`src/rtl/softmax_pkg.sv`:
```
// Shared FP16 definitions for the softmax exponent unit: field layout, operand type
// and the lane-index width helper.
package softmax_pkg;

    localparam int          FP16_EXP_BIAS = 15;
    localparam int unsigned FP16_EXP_MSB  = 14;
    localparam int unsigned FP16_EXP_LSB  = 10;
    localparam int unsigned FP16_MAN_MSB  = 9;
    localparam int unsigned FP16_MAN_LSB  = 0;
    localparam int unsigned FP16_MAN_W    = 10;

    typedef logic [15:0] fp16_t;

    function automatic int unsigned lane_idx_w(input int unsigned n);
        return (n > 32'd1) ? int'($clog2(n)) : 32'd1;
    endfunction

endpackage

```
`src/rtl/fp16_fixed_sched_if.sv`:
```
// Request/result bundle between the softmax lanes, the shared FP16-to-fixed scheduler
// and the downstream exp LUT stage.
interface fp16_fixed_sched_if
    import softmax_pkg::*;
#(
    parameter int unsigned NUM_LANES = 4,
    parameter int unsigned INT_W     = 3,
    parameter int unsigned FRAC_W    = 3
);
    localparam int unsigned FX_W   = INT_W + FRAC_W;
    localparam int unsigned LANE_W = lane_idx_w(NUM_LANES);

    logic [NUM_LANES-1:0]    req_valid;
    logic [NUM_LANES*16-1:0] req_fp;
    logic [NUM_LANES-1:0]    req_ready;
    logic                    out_valid;
    logic                    out_ready;
    logic [FX_W-1:0]         out_fx;
    logic [LANE_W-1:0]       out_lane;
    logic                    out_sat;

    modport master (
        output req_valid, req_fp, out_ready,
        input  req_ready, out_valid, out_fx, out_lane, out_sat
    );

    modport slave (
        input  req_valid, req_fp, out_ready,
        output req_ready, out_valid, out_fx, out_lane, out_sat
    );

endinterface

```
`src/rtl/fp16_fixed_conv.sv`:
```
// Combinational FP16 magnitude to unsigned INT_W.FRAC_W fixed point, truncating,
// with overflow (including inf/NaN) saturating to all ones.
module fp16_fixed_conv
    import softmax_pkg::*;
#(
    parameter int unsigned INT_W  = 3,
    parameter int unsigned FRAC_W = 3
) (
    input  fp16_t                    fp,
    output logic [INT_W+FRAC_W-1:0]  fx,
    output logic                     sat
);
    localparam int unsigned      FX_W   = INT_W + FRAC_W;
    localparam logic signed [7:0] MAX_E  = $signed(8'(INT_W - 1));
    localparam logic signed [7:0] FRAC_S = $signed(8'(FRAC_W));
    localparam logic signed [7:0] MAN_S  = $signed(8'(FP16_MAN_W));
    localparam logic signed [7:0] BIAS_S = $signed(8'(FP16_EXP_BIAS));

    logic              sign_unused_s;
    logic [4:0]        exp_s;
    logic signed [7:0] e_s;
    logic signed [7:0] sh_s;
    logic [7:0]        rsh_s;
    logic [31:0]       mant_s;

    assign sign_unused_s = fp[15];

    // Value = 1.m * 2^E; in units of 2^-FRAC_W that is mant11 shifted by E - 10 + FRAC_W.
    always_comb begin
        exp_s  = fp[FP16_EXP_MSB:FP16_EXP_LSB];
        e_s    = $signed({3'b000, exp_s}) - BIAS_S;
        sh_s   = e_s - MAN_S + FRAC_S;
        rsh_s  = 8'(-sh_s);
        mant_s = {21'b0, 1'b1, fp[FP16_MAN_MSB:FP16_MAN_LSB]};
        fx     = '0;
        sat    = 1'b0;
        if (fp[14:0] == 15'd0) begin
            fx  = '0;
            sat = 1'b0;
        end else if (e_s > MAX_E) begin
            fx  = '1;
            sat = 1'b1;
        end else if (sh_s >= 8'sd0) begin
            fx  = FX_W'(mant_s << sh_s[4:0]);
            sat = 1'b0;
        end else begin
            fx  = FX_W'(mant_s >> rsh_s);
            sat = 1'b0;
        end
    end

endmodule

```
`src/rtl/fp16_fixed_sched.sv`:
```
// Round-robin scheduler feeding one shared FP16-to-fixed converter: S0 grant/capture,
// S1 convert, S2 output register. Optional per-lane saturation counters: FP16_SAT_STATS_EN.
module fp16_fixed_sched
    import softmax_pkg::*;
#(
    parameter int unsigned NUM_LANES = 4,
    parameter int unsigned INT_W     = 3,
    parameter int unsigned FRAC_W    = 3
) (
    input  logic                    clk,
    input  logic                    reset_n,
    fp16_fixed_sched_if.slave       bus
`ifdef FP16_SAT_STATS_EN
    ,
    output logic [NUM_LANES*16-1:0] sat_cnt
`endif
);
    localparam int unsigned FX_W   = INT_W + FRAC_W;
    localparam int unsigned LANE_W = lane_idx_w(NUM_LANES);

    logic [LANE_W-1:0]    rr_ptr_q, rr_ptr_d;
    logic                 s1_valid_q, s1_valid_d;
    fp16_t                s1_fp_q, s1_fp_d;
    logic [LANE_W-1:0]    s1_lane_q, s1_lane_d;
    logic                 out_valid_q, out_valid_d;
    logic [FX_W-1:0]      out_fx_q, out_fx_d;
    logic [LANE_W-1:0]    out_lane_q, out_lane_d;
    logic                 out_sat_q, out_sat_d;

    logic                 stall_s;
    logic                 grant_any_s;
    logic [LANE_W-1:0]    grant_idx_s;
    logic [NUM_LANES-1:0] grant_s;
    logic [FX_W-1:0]      conv_fx_s;
    logic                 conv_sat_s;

    assign stall_s = out_valid_q & ~bus.out_ready;

    // First requesting lane at or after rr_ptr wins; nobody wins while stalled.
    always_comb begin
        logic [LANE_W-1:0] idx;
        logic              hit;
        idx         = '0;
        hit         = 1'b0;
        grant_s     = '0;
        grant_any_s = 1'b0;
        grant_idx_s = '0;
        for (int i = 0; i < NUM_LANES; i++) begin
            idx          = LANE_W'((32'(rr_ptr_q) + 32'(i)) % 32'(NUM_LANES));
            hit          = ~grant_any_s & ~stall_s & bus.req_valid[idx];
            grant_s[idx] = hit;
            grant_idx_s  = hit ? idx : grant_idx_s;
            grant_any_s  = grant_any_s | hit;
        end
    end

    // Pipeline advance; the whole pipe freezes as a unit so no bubble is removed.
    always_comb begin
        rr_ptr_d    = rr_ptr_q;
        s1_valid_d  = s1_valid_q;
        s1_fp_d     = s1_fp_q;
        s1_lane_d   = s1_lane_q;
        out_valid_d = out_valid_q;
        out_fx_d    = out_fx_q;
        out_lane_d  = out_lane_q;
        out_sat_d   = out_sat_q;
        if (stall_s) begin
            rr_ptr_d = rr_ptr_q;
        end else begin
            s1_valid_d  = grant_any_s;
            out_valid_d = s1_valid_q;
            if (grant_any_s) begin
                s1_fp_d   = bus.req_fp[{grant_idx_s, 4'b0000} +: 16];
                s1_lane_d = grant_idx_s;
                rr_ptr_d  = LANE_W'((32'(grant_idx_s) + 32'd1) % 32'(NUM_LANES));
            end else begin
                rr_ptr_d  = rr_ptr_q;
            end
            if (s1_valid_q) begin
                out_fx_d   = conv_fx_s;
                out_lane_d = s1_lane_q;
                out_sat_d  = conv_sat_s;
            end else begin
                out_sat_d  = out_sat_q;
            end
        end
    end

    // State registers; reset drops every in-flight operand.
    always_ff @(posedge clk or negedge reset_n) begin
        if (!reset_n) begin
            rr_ptr_q    <= '0;
            s1_valid_q  <= 1'b0;
            s1_fp_q     <= 16'h0000;
            s1_lane_q   <= '0;
            out_valid_q <= 1'b0;
            out_fx_q    <= '0;
            out_lane_q  <= '0;
            out_sat_q   <= 1'b0;
        end else begin
            rr_ptr_q    <= rr_ptr_d;
            s1_valid_q  <= s1_valid_d;
            s1_fp_q     <= s1_fp_d;
            s1_lane_q   <= s1_lane_d;
            out_valid_q <= out_valid_d;
            out_fx_q    <= out_fx_d;
            out_lane_q  <= out_lane_d;
            out_sat_q   <= out_sat_d;
        end
    end

    fp16_fixed_conv #(
        .INT_W  (INT_W),
        .FRAC_W (FRAC_W)
    ) u_conv (
        .fp  (s1_fp_q),
        .fx  (conv_fx_s),
        .sat (conv_sat_s)
    );

    assign bus.req_ready = grant_s;
    assign bus.out_valid = out_valid_q;
    assign bus.out_fx    = out_fx_q;
    assign bus.out_lane  = out_lane_q;
    assign bus.out_sat   = out_sat_q;

`ifdef FP16_SAT_STATS_EN
    logic [NUM_LANES-1:0][15:0] sat_cnt_q, sat_cnt_d;

    // Count saturated results on pop, sticking at full scale.
    always_comb begin
        sat_cnt_d = sat_cnt_q;
        if (out_valid_q && bus.out_ready && out_sat_q && (sat_cnt_q[out_lane_q] != 16'hFFFF)) begin
            sat_cnt_d[out_lane_q] = sat_cnt_q[out_lane_q] + 16'd1;
        end else begin
            sat_cnt_d = sat_cnt_q;
        end
    end

    // Saturation counter registers.
    always_ff @(posedge clk or negedge reset_n) begin
        if (!reset_n) begin
            sat_cnt_q <= '0;
        end else begin
            sat_cnt_q <= sat_cnt_d;
        end
    end

    assign sat_cnt = sat_cnt_q;
`endif

endmodule

```
`src/flat_wrapper.sv`:
```
// flat-port wrapper written by rule: the top's interface ports become plain ports
module fp16_fixed_sched_flat import softmax_pkg::*;
#(
    parameter int unsigned NUM_LANES = 4,
    parameter int unsigned INT_W     = 3,
    parameter int unsigned FRAC_W    = 3
)
  (clk, reset_n, bus_req_valid, bus_req_fp, bus_out_ready, bus_req_ready, bus_out_valid, bus_out_fx, bus_out_lane, bus_out_sat);
  fp16_fixed_sched_if #(.NUM_LANES(NUM_LANES), .INT_W(INT_W), .FRAC_W(FRAC_W)) bus_i ();
  input  logic clk;
  input  logic reset_n;
  input wire logic [$bits(bus_i.req_valid)-1:0] bus_req_valid;
  input wire logic [$bits(bus_i.req_fp)-1:0] bus_req_fp;
  input wire logic [$bits(bus_i.out_ready)-1:0] bus_out_ready;
  output wire logic [$bits(bus_i.req_ready)-1:0] bus_req_ready;
  output wire logic [$bits(bus_i.out_valid)-1:0] bus_out_valid;
  output wire logic [$bits(bus_i.out_fx)-1:0] bus_out_fx;
  output wire logic [$bits(bus_i.out_lane)-1:0] bus_out_lane;
  output wire logic [$bits(bus_i.out_sat)-1:0] bus_out_sat;
  assign bus_i.req_valid = bus_req_valid;
  assign bus_i.req_fp = bus_req_fp;
  assign bus_i.out_ready = bus_out_ready;
  assign bus_req_ready = bus_i.req_ready;
  assign bus_out_valid = bus_i.out_valid;
  assign bus_out_fx = bus_i.out_fx;
  assign bus_out_lane = bus_i.out_lane;
  assign bus_out_sat = bus_i.out_sat;
  fp16_fixed_sched #(.NUM_LANES(NUM_LANES), .INT_W(INT_W), .FRAC_W(FRAC_W)) u_core (.clk(clk), .reset_n(reset_n), .bus(bus_i));
endmodule
```
`config.mk`:
```
export PLATFORM = sky130hd
export DESIGN_NAME = fp16_fixed_sched_flat
export DESIGN_NICKNAME = d
export VERILOG_FILES = /design/src/rtl/softmax_pkg.sv /design/src/rtl/fp16_fixed_sched_if.sv /design/src/rtl/fp16_fixed_conv.sv /design/src/rtl/fp16_fixed_sched.sv /design/src/flat_wrapper.sv
export SDC_FILE = /design/constraint.sdc
export NUM_CORES = 1
export LEC_CHECK = 0
export BUFFER_PORTS_ARGS = -buffer_cell sky130_fd_sc_hd__buf_2
export CORE_AREA = 4 4 89 91
export DETAILED_ROUTE_END_ITERATION = 12
export DIE_AREA = 0 0 93 95
export GPL_TIMING_DRIVEN = 0
export PLACE_DENSITY_LB_ADDON = 0.05
export SYNTH_ARGS = -nofsm -noshare
export SYNTH_HDL_FRONTEND = slang
export SYNTH_HIERARCHICAL = 1
export SYNTH_SLANG_ARGS = --single-unit
```
`constraint.sdc`:
```
create_clock -name clk -period 3.3 [get_ports clk]
set_input_delay 0.33 -clock clk [delete_from_list [all_inputs] [get_ports clk]]
set_output_delay 0.33 -clock clk [all_outputs]
set_load 0.02 [all_outputs]
```
### Yosys cells after proc, flatten, opt, wreduce, memory -nomap -nowiden

Cells that the tools add are included.

| cells by class | value |
|---|---|
| add/sub/neg operators | 8 |
| $lt $le $gt $ge | 10 |
| shift operators | 3 |
| multiplexer cells | 28 |
| bitwise logic cells | 17 |
| reduce and logical (&&, ||, !) cells | 7 |

Operators by type and width:

| kind | count |
|---|---|
| 64-bit by 7-bit indexed part select with 15-bit output | 1 |
| 6-bit 2-to-1 mux | 3 |
| 15-bit logical NOT | 1 |
| 4-bit bitwise mux | 3 |
| 2-bit by 3-bit < comparator with 1-bit output, second input constant | 4 |
| 11-bit by 5-bit << shifter with 6-bit output | 1 |
| 11-bit by 8-bit right shift with 6-bit output | 1 |
| 1-bit 2-to-1 mux | 10 |
| 8-bit by 3-bit adder with 8-bit output, second input constant | 1 |
| 1-bit bitwise AND | 8 |
| 1-bit binary-select mux with 2-bit select | 4 |
| 1-bit demux with 2-bit select | 4 |
| 2-bit by 1-bit greater-or-equal comparator with 1-bit output, second input constant | 4 |
| 8-bit by 1-bit greater-or-equal comparator with 1-bit output, second input constant | 1 |
| 8-bit by 3-bit > comparator with 1-bit output, second input constant | 1 |
| 2-bit 2-to-1 mux | 4 |
| 8-bit negation | 1 |
| 8-bit by 5-bit subtractor with 8-bit output, second input constant | 1 |
| 5-bit by 4-bit subtractor with 6-bit output, second input constant | 1 |
| 1-bit NOT | 5 |
| 2-bit by 1-bit adder with 2-bit output, second input constant | 2 |
| 2-bit adder, second input constant | 2 |
| 4-bit bitwise AND | 1 |
| 1-bit logical AND | 4 |
| 2 further kinds | 5 |

| storage, ports and cells | value |
|---|---|
| flip-flop bits (word level) | 30 |
| bits of input ports | 71 |

### Longest topological paths before layout

Gate-level depths: netlist of the first run.

| depth | value |
|---|---|
| word-level depth | 17 |
| gate-level depth with buffers | 14 |

### Hierarchy

Netlist of the first run, hierarchy kept.

By module, submodules not included:

| module | instances | cells an instance | area each (um2) | sequential area each (um2) |
|---|---|---|---|---|
| fp16_fixed_sched | 1 | 207 | 2178.3 | 775.7 |
| fp16_fixed_conv | 1 | 156 | 1209.9 | 0.0 |

### Least setup slack after synthesis of the first run

Ideal clock, no wire load.

| path | value |
|---|---|
| path type | register to register |
| from | reg u_core.s1_fp_q[10] |
| to | reg u_core.out_fx_q[4] (netlist: u_core/bus.out_fx[4]) |
| library setup time | 0.065 ns |
| arrival time | 3.440 ns |
| data required time | 3.235 ns |
| path slack | -0.204 ns |
| stages on the path, launching flop included | 15 |
| path buffers | 2 |
| cell sequence | dfrtp_1 > buf_6 > inv_1 > ha_1 > inv_1 > buf_2 > ha_1 > xnor2_2 > mux2i_1 > xnor3_2 > nand2_2 > xor2_1 > o31a_1 > o311ai_1 > mux2_2 |

| between the ends | value |
|---|---|
| word-level cells in the longest chain between the ends | 8 |

RTL lines:

| what | line | source |
|---|---|---|
| start, declared | fp16_fixed_sched.sv:23 | `fp16_t s1_fp_q, s1_fp_d;` |
| start signal, assigned | fp16_fixed_sched.sv:103 | `s1_fp_q <= s1_fp_d;` |
| 5-bit by 4-bit subtractor with 6-bit output | fp16_fixed_conv.sv:31 | `e_s = $signed({3'b000, exp_s}) - BIAS_S;` |
| 8-bit by 5-bit subtractor with 8-bit output | fp16_fixed_conv.sv:32 | `sh_s = e_s - MAN_S + FRAC_S;` |
| 8-bit by 3-bit adder with 8-bit output | fp16_fixed_conv.sv:32 |  |
| 8-bit negation | fp16_fixed_conv.sv:33 | `rsh_s = 8'(-sh_s);` |
| 11-bit by 8-bit right shift with 6-bit output | fp16_fixed_conv.sv:47 | `fx = FX_W'(mant_s >> rsh_s);` |
| 6-bit 2-to-1 mux | fp16_fixed_conv.sv:43 | `end else if (sh_s >= 8'sd0) begin` |
| 6-bit 2-to-1 mux | fp16_fixed_conv.sv:40 | `end else if (e_s > MAX_E) begin` |
| 6-bit 2-to-1 mux (*) | fp16_fixed_conv.sv:37 | `if (fp[14:0] == 15'd0) begin` |
| named net u_core.conv_fx_s[4] | fp16_fixed_sched.sv:34 | `logic [FX_W-1:0] conv_fx_s;` |
| end signal, assigned | fp16_fixed_sched.sv:106 | `out_fx_q <= out_fx_d;` |
| end, declared | fp16_fixed_sched.sv:26 | `logic [FX_W-1:0] out_fx_q, out_fx_d;` |

Mark *: on every way through the listed nets, which the timed path passes. The rest lies on a longest branch.
A chain may end at the register's enable or synchronous reset.

### Worst setup path in the final report of the first run

| path | value |
|---|---|
| from | reg u_core.s1_fp_q[10] |
| to | reg u_core.out_fx_q[5] (netlist: u_core/bus.out_fx[5]) |

The elaborated chain is that of the path after synthesis.

==> impl_metrics.tcl, run 1 <==
set metrics [dict create \
    status "completed" \
    wl_um 9030 \
    syn_area_sq_um 3330 \
    synth_nets 441 \
    cp.required_ns 3.52 \
    cts.sinks 30 \
    path_class "flip-flop to flip-flop" \
    worst_pin_slew_ns 0.678 \
    grt_pass1_vias 3103 \
    die_area_sq_um 8840 \
    grt_use_met3_pct 3.03 \
    layout_min_cycle_time_ns 3.17 \
    diodes 0 \
    ys.warnings.count 6 \
    max_cap_viol_count 0 \
    fp.dieH_um 95 \
    met2_usage_pct 34.1 \
    slew_viol_final 0 \
    place.gp.congestion 0.886 \
    arrival_ns 3.39 \
    port_buffers 80 \
    drtIter0Drc 178 \
    fin_skew_ns 0.00292 \
    antenna_left 0 \
    grt_max_degree 31 \
    drc 0 \
    h-tree-depth 2 \
    numCtsBuffers 5 \
    syn_area_per_cell_sq_um 9.32 \
    startpoint_type "flip-flop" \
    die_x_um 93 \
    final_common_cell "buf_2" \
    core_area_sq_um 7140 \
    grt_util_met1_pct 30.2 \
    routed_via_density 5.71 \
    vias 3192 \
    first_pass_iters 4 \
    insertion_delay_ns 0.28 \
    area_growth_pct 28.8 \
    worstPathMaxFanout 7 \
    initial_core_util_pct 46.6 \
    cts-root-buf "clkbuf_8" \
    io_pins 85 \
    hold_buffers 0 \
    fin_util_pct 60.0 \
    synth_cells 357 \
    drive_above_1_share_pct 40.9 \
    finalNetCount 543 \
    wl_per_cell_um 16.2 \
    relSlewSlack_pct 54.8 \
    grt-ovfl-total 0 \
    antenna_found_initial 0 \
    clock_path_buffers 2 \
    clock.fmax_mhz 315 \
    dp_hpwl_um 6970 \
    track_usage_pct 21.1 \
    placement_rows 31 \
    hold_violations 0 \
    fin_crit_sh_pct 96.1 \
    grt_busiest_layer "met2" \
    finalSetupViolCount 0 \
    grt_pass1_wl_um 15100 \
    holdCritPathClass "input pin to asynchronous set/reset pin" \
    end_kind "flip-flop" \
    path_clk_slew_ns 0.07 \
    layout_common_cells "buf_2 (84), nor2_1 (32), dfrtp_1 (27)" \
    cts_tree "built" \
    rsz0062_at_grt "true" \
]
flip-flops by register name, summed over array words and instances, names as in the netlist:
signal,count
u_core/s1_fp_q,15
u_core/bus.out_fx,6
u_core/bus.out_lane,2
u_core/rr_ptr_q,2
u_core/s1_lane_q,2
u_core/bus.out_sat,1
u_core/bus.out_valid,1
u_core/s1_valid_q,1
metrics by stage:
stage	instances	cell area, sq um	setup slack [ns]	setup TNS [ns]	hold WS, ns
6_report	559	4280	0.129	0	0.0798
5_1_grt	559	4280	-0.0219	-0.0460	0.153
4_1_cts	551	4150	0.00988	0	0.119
3_5_place_dp	536	3870	-0.530	-3.45	0.431
3_3_place_gp	536	3870	-0.501	-2.91	0.425
2_1_floorplan	357	3350	0.0851	0	0.0344
final cells by class:
type | instances | area, sq um
Sequential cell | 30 | 754
Fill cell | 677 | 2850
Buffer | 24 | 196
Timing Repair Buffer | 95 | 517
Clock buffer | 5 | 68.8
Tap cell | 99 | 124
Clock inverter | 3 | 40.0
Multi-Input combinational cell | 290 | 2530
Inverter | 13 | 52.6
worst max-delay path: stages (launching register included):
cell and delay (ns):
dfrtp_2 0.39, buf_8 0.13, clkinvlp_4 0.11, ha_4 0.29, inv_2 0.04, buf_6 0.12, ha_4 0.18, xnor2_4 0.25
mux2i_4 0.32, buf_4 0.15, a21oi_1 0.05, o22ai_1 0.19, xor2_1 0.09, o31a_1 0.29, o311ai_2 0.30, mux2_4 0.20
layer usage:
metal / share of wire, % / wire length [um]
met5: 0 / 0
met4: 0.68 / 61
met3: 5.2 / 468
met2: 47 / 4280
met1: 47 / 4220
path summary, 6_finish.rpt:
path | from | endpoint | slack (ns) | depth (start not counted)
worst max-delay path | u_core/s1_fp_q[10]$_DFFE_PN0P_ | u_core/bus.out_fx[5]$_DFFE_PN0P_ | 0.13 | 15
worst min-delay path | reset_n | u_core/s1_fp_q[10]$_DFFE_PN0P_ | 0.08 | 1
worst min register to register | u_core/bus.out_fx[2]$_DFFE_PN0P_ | u_core/bus.out_fx[2]$_DFFE_PN0P_ | 0.50 | 1
worst max register to register | u_core/s1_fp_q[10]$_DFFE_PN0P_ | u_core/bus.out_fx[5]$_DFFE_PN0P_ | 0.13 | 15
min in group clk | bus_req_fp[30] | u_core/s1_fp_q[14]$_DFFE_PN0P_ | 0.39 | 3
max in group asynchronous | reset_n | u_core/rr_ptr_q[0]$_DFFE_PN0P_ | 2.73 | 1
repair_timing:
action                     CTS  global route
buffers inserted             7             8
pin swaps                    4             9
setup endpoints to repair   25            24
resized for setup           19            19
Power of run 1 is not shown: default switching activity piles up to over one toggle a cycle in this logic, so the estimate is an artifact.
==> run 2, diff against run 1 <==
- CORE_AREA: 4 4 89 91 -> 4 4 83 85
- DIE_AREA: 0 0 93 95 -> 0 0 87 89
- GPL_TIMING_DRIVEN: 0 -> unset
- SYNTH_HIERARCHICAL: 1 -> unset
==> run 2 against run 1 <==
  * Clock skew grew 0.0033 ns
  * Worst hold slack worse by 0.0030 ns
  * Area after synthesis decreased by 13%
  * Wire length is 23% lower
  * Critical path depth decreased by 6
  * Critical path type is now flip-flop to output pin
  * Critical endpoint is now bus_req_ready[0]
  * Highest routed layer unchanged
==> impl_metrics.tcl, run 2 <==
set metrics [dict create \
    status "completed" \
    r2r_cells 8 \
    io_pins 85 \
    dpl.cell_count 458 \
    cts_tree "built" \
    layout_min_cycle_time_ns 2.98 \
    largest_register_ff_count 15 \
    fp.dieH_um 89 \
    vias 2642 \
    h-tree-depth 2 \
    hold_buffers 0 \
    startpoint_type "flip-flop" \
    core_area_sq_um 6200 \
    drc 0 \
    place.gp.congestion 0.821 \
    final_common_cell "buf_2" \
    regMostFlops "u_core.s1_fp_q" \
    grt_pass1_vias 2430 \
    p_int_uw 1970 \
    synth_nets 396 \
    area_growth_pct 17.4 \
    antenna_left 0 \
    die_x_um 87 \
    switching_share_pct 49.9 \
    ys_async_sr_fraction_pct 100 \
    first_pass_iters 4 \
    relSlewSlack_pct 55.9 \
    post-cts-setup-buffers 0 \
    routed_via_density 5.67 \
    post_cts_resized 0 \
    max_cap_viol_count 0 \
    clock_path_buffers 2 \
    synth_cells 316 \
    drive_above_1_share_pct 31.9 \
    numCtsBuffers 5 \
    cts-root-buf "clkbuf_8" \
    grt_use_met3_pct 3.59 \
    wl_um 6950 \
    fin_crit_sh_pct 90.4 \
    ys_types 72 \
    leakagePower_uw 0.00164 \
    hold_violations 0 \
    synth_area_leaders "dfrtp_1 (26%), mux2i_1 (12%), ha_1 (3.9%)" \
    wl_per_cell_um 14.9 \
    netlist.area_leader.share_pct 26.0 \
    worst_pin_slew_ns 0.661 \
    timing.rr.end "u_core.s1_fp_q[7]$_DFFE_PN0P_" \
    cp.required_ns 2.97 \
    vdd_drop_max_v 0.000489 \
    dp_hpwl_um 5430 \
    syn_area_sq_um 2890 \
    placement_rows 29 \
    combPwrFrac_pct 73.1 \
    power_frac_clock_pct 7.7 \
    finalNetCount 468 \
    path_class "flip-flop to output pin" \
    path_clk_slew_ns 0.06 \
    power_density_nw_per_um2 1160 \
    slew_viol_final 0 \
    fin_total_pwr_uw 3920 \
    crit_end "bus_req_ready[0]" \
    fin_skew_ns 0.00623 \
    die_area_sq_um 7740 \
    final_cells 466 \
    ys.flop_type "dfrtp_1" \
    insertion_delay_ns 0.28 \
    setup_tns_ns 0 \
    switching_power_uw 1960 \
    port_buffers 80 \
    synth_seq_area_share_pct 26.0 \
    finalSetupViolCount 0 \
    seq_power_share_pct 19.2 \
    r2r-start "u_core.rr_ptr_q[1]$_DFFE_PN0P_" \
    ys_seq_elements 30 \
    met2_usage_pct 28.4 \
    holdCritPathClass "input pin to asynchronous set/reset pin" \
    fin_util_pct 54.6 \
    yosysMostFrequentCell "mux2i_1" \
    grt-ovfl-total 0 \
    ys.warnings.count 0 \
    grt_busiest_layer "met2" \
    grt_pass1_wl_um 11500 \
    antenna_found_initial 0 \
    clock.fmax_mhz 335 \
    grt_max_degree 31 \
    synth_top_area_cell "dfrtp_1" \
    end_kind "output pin" \
    syn_area_per_cell_sq_um 9.14 \
    initial_core_util_pct 46.5 \
    synth_edf_count 0 \
    arrival_ns 2.65 \
    rsz0062_at_grt "false" \
    drtIter0Drc 142 \
    worstPathMaxFanout 10 \
    yosys-top-cells-count "mux2i_1 (35), dfrtp_1 (30), nand2_1 (29), nor2_1 (21), a21oi_1 (20)" \
    layout_common_cells "buf_2 (80), mux2i_1 (35), dfrtp_1 (30)" \
    diodes 0 \
    track_usage_pct 18.6 \
    r2r_slack_ns 0.48 \
    grt_util_met1_pct 26.5 \
    cts.sinks 30 \
    crit_start "u_core.rr_ptr_q[1]$_DFFE_PN0P_" \
]
==> run 2: through the flow <==
stage / area [sq um] / hold slack (ns) / setup slack, ns
floorplan: 2890 / 0.0344 / 0.735
global placement: 3300 / 0.398 / 0.538
detailed placement: 3300 / 0.394 / 0.496
CTS: 3390 / 0.0907 / 0.324
global route: 3390 / 0.132 / 0.0745
finish: 3390 / 0.0769 / 0.316
==> run 2: critical path, cell delays in order, from the launching register on <==
cell      delay (ns)
dfrtp_1         0.52
inv_1           0.17
ha_1            0.50
nand2b_1        0.22
nand2_1         0.06
a21oi_1         0.16
nor2b_1         0.11
a211o_1         0.30
a22o_1          0.17
buf_2           0.15
==> run 2: power by group through the flow <==
stage	registers, uW	clock network (uW)	logic [uW]
floorplan	743	0	2370
global placement	748	0	2840
detailed placement	756	0	2870
CTS	751	313	2890
global route	785	330	3180
finish	752	303	2870
==> run 2: final cells by class <==
class	instances	area (sq um)
Fill cell	593	2820
Multi-Input combinational cell	258	1970
Sequential cell	30	751
Timing Repair Buffer	86	458
Tap cell	77	96.3
Clock buffer	7	86.3
Inverter	7	26.3
Clock inverter	1	5.00
==> run 2: worst min-delay path by stage <==
stage | start | end | slack, ns | depth (start not counted)
floorplan | reset_n | u_core.bus.out_fx[0]$_DFFE_PN0P_ | 0.03 | 0
global placement | reset_n | u_core.bus.out_sat$_DFFE_PN0P_ | 0.40 | 1
detailed placement | reset_n | u_core.bus.out_sat$_DFFE_PN0P_ | 0.39 | 1
CTS | reset_n | u_core.bus.out_sat$_DFFE_PN0P_ | 0.09 | 1
global route | reset_n | u_core.bus.out_sat$_DFFE_PN0P_ | 0.13 | 1
finish | reset_n | u_core.bus.out_sat$_DFFE_PN0P_ | 0.08 | 1
==> run 2: kinds of logic (layout without fill, tap and decap cells) <==
logic type / count (synthesis) / in the layout / synth area share (%)
multiplexers: 44 / 44 / 16.7
adder cells (fa/ha/maj): 10 / 10 / 4.25
buffers and inverters: 28 / 101 / 5.89
flip-flops: 30 / 30 / 26.0
AND/OR/NAND/NOR: 108 / 108 / 21.0
XOR/XNOR: 5 / 5 / 2.25
AO/OA/AOI/OAI: 91 / 91 / 24.0
==> run 2: metal layers <==
layer	up-vias	routed length, um
li1	1340	-
met1	1218	3340
met2	76	3130
met3	8	379
met4	0	104
met5	-	0
No activity file was read; power rests on OpenSTA's default activity.
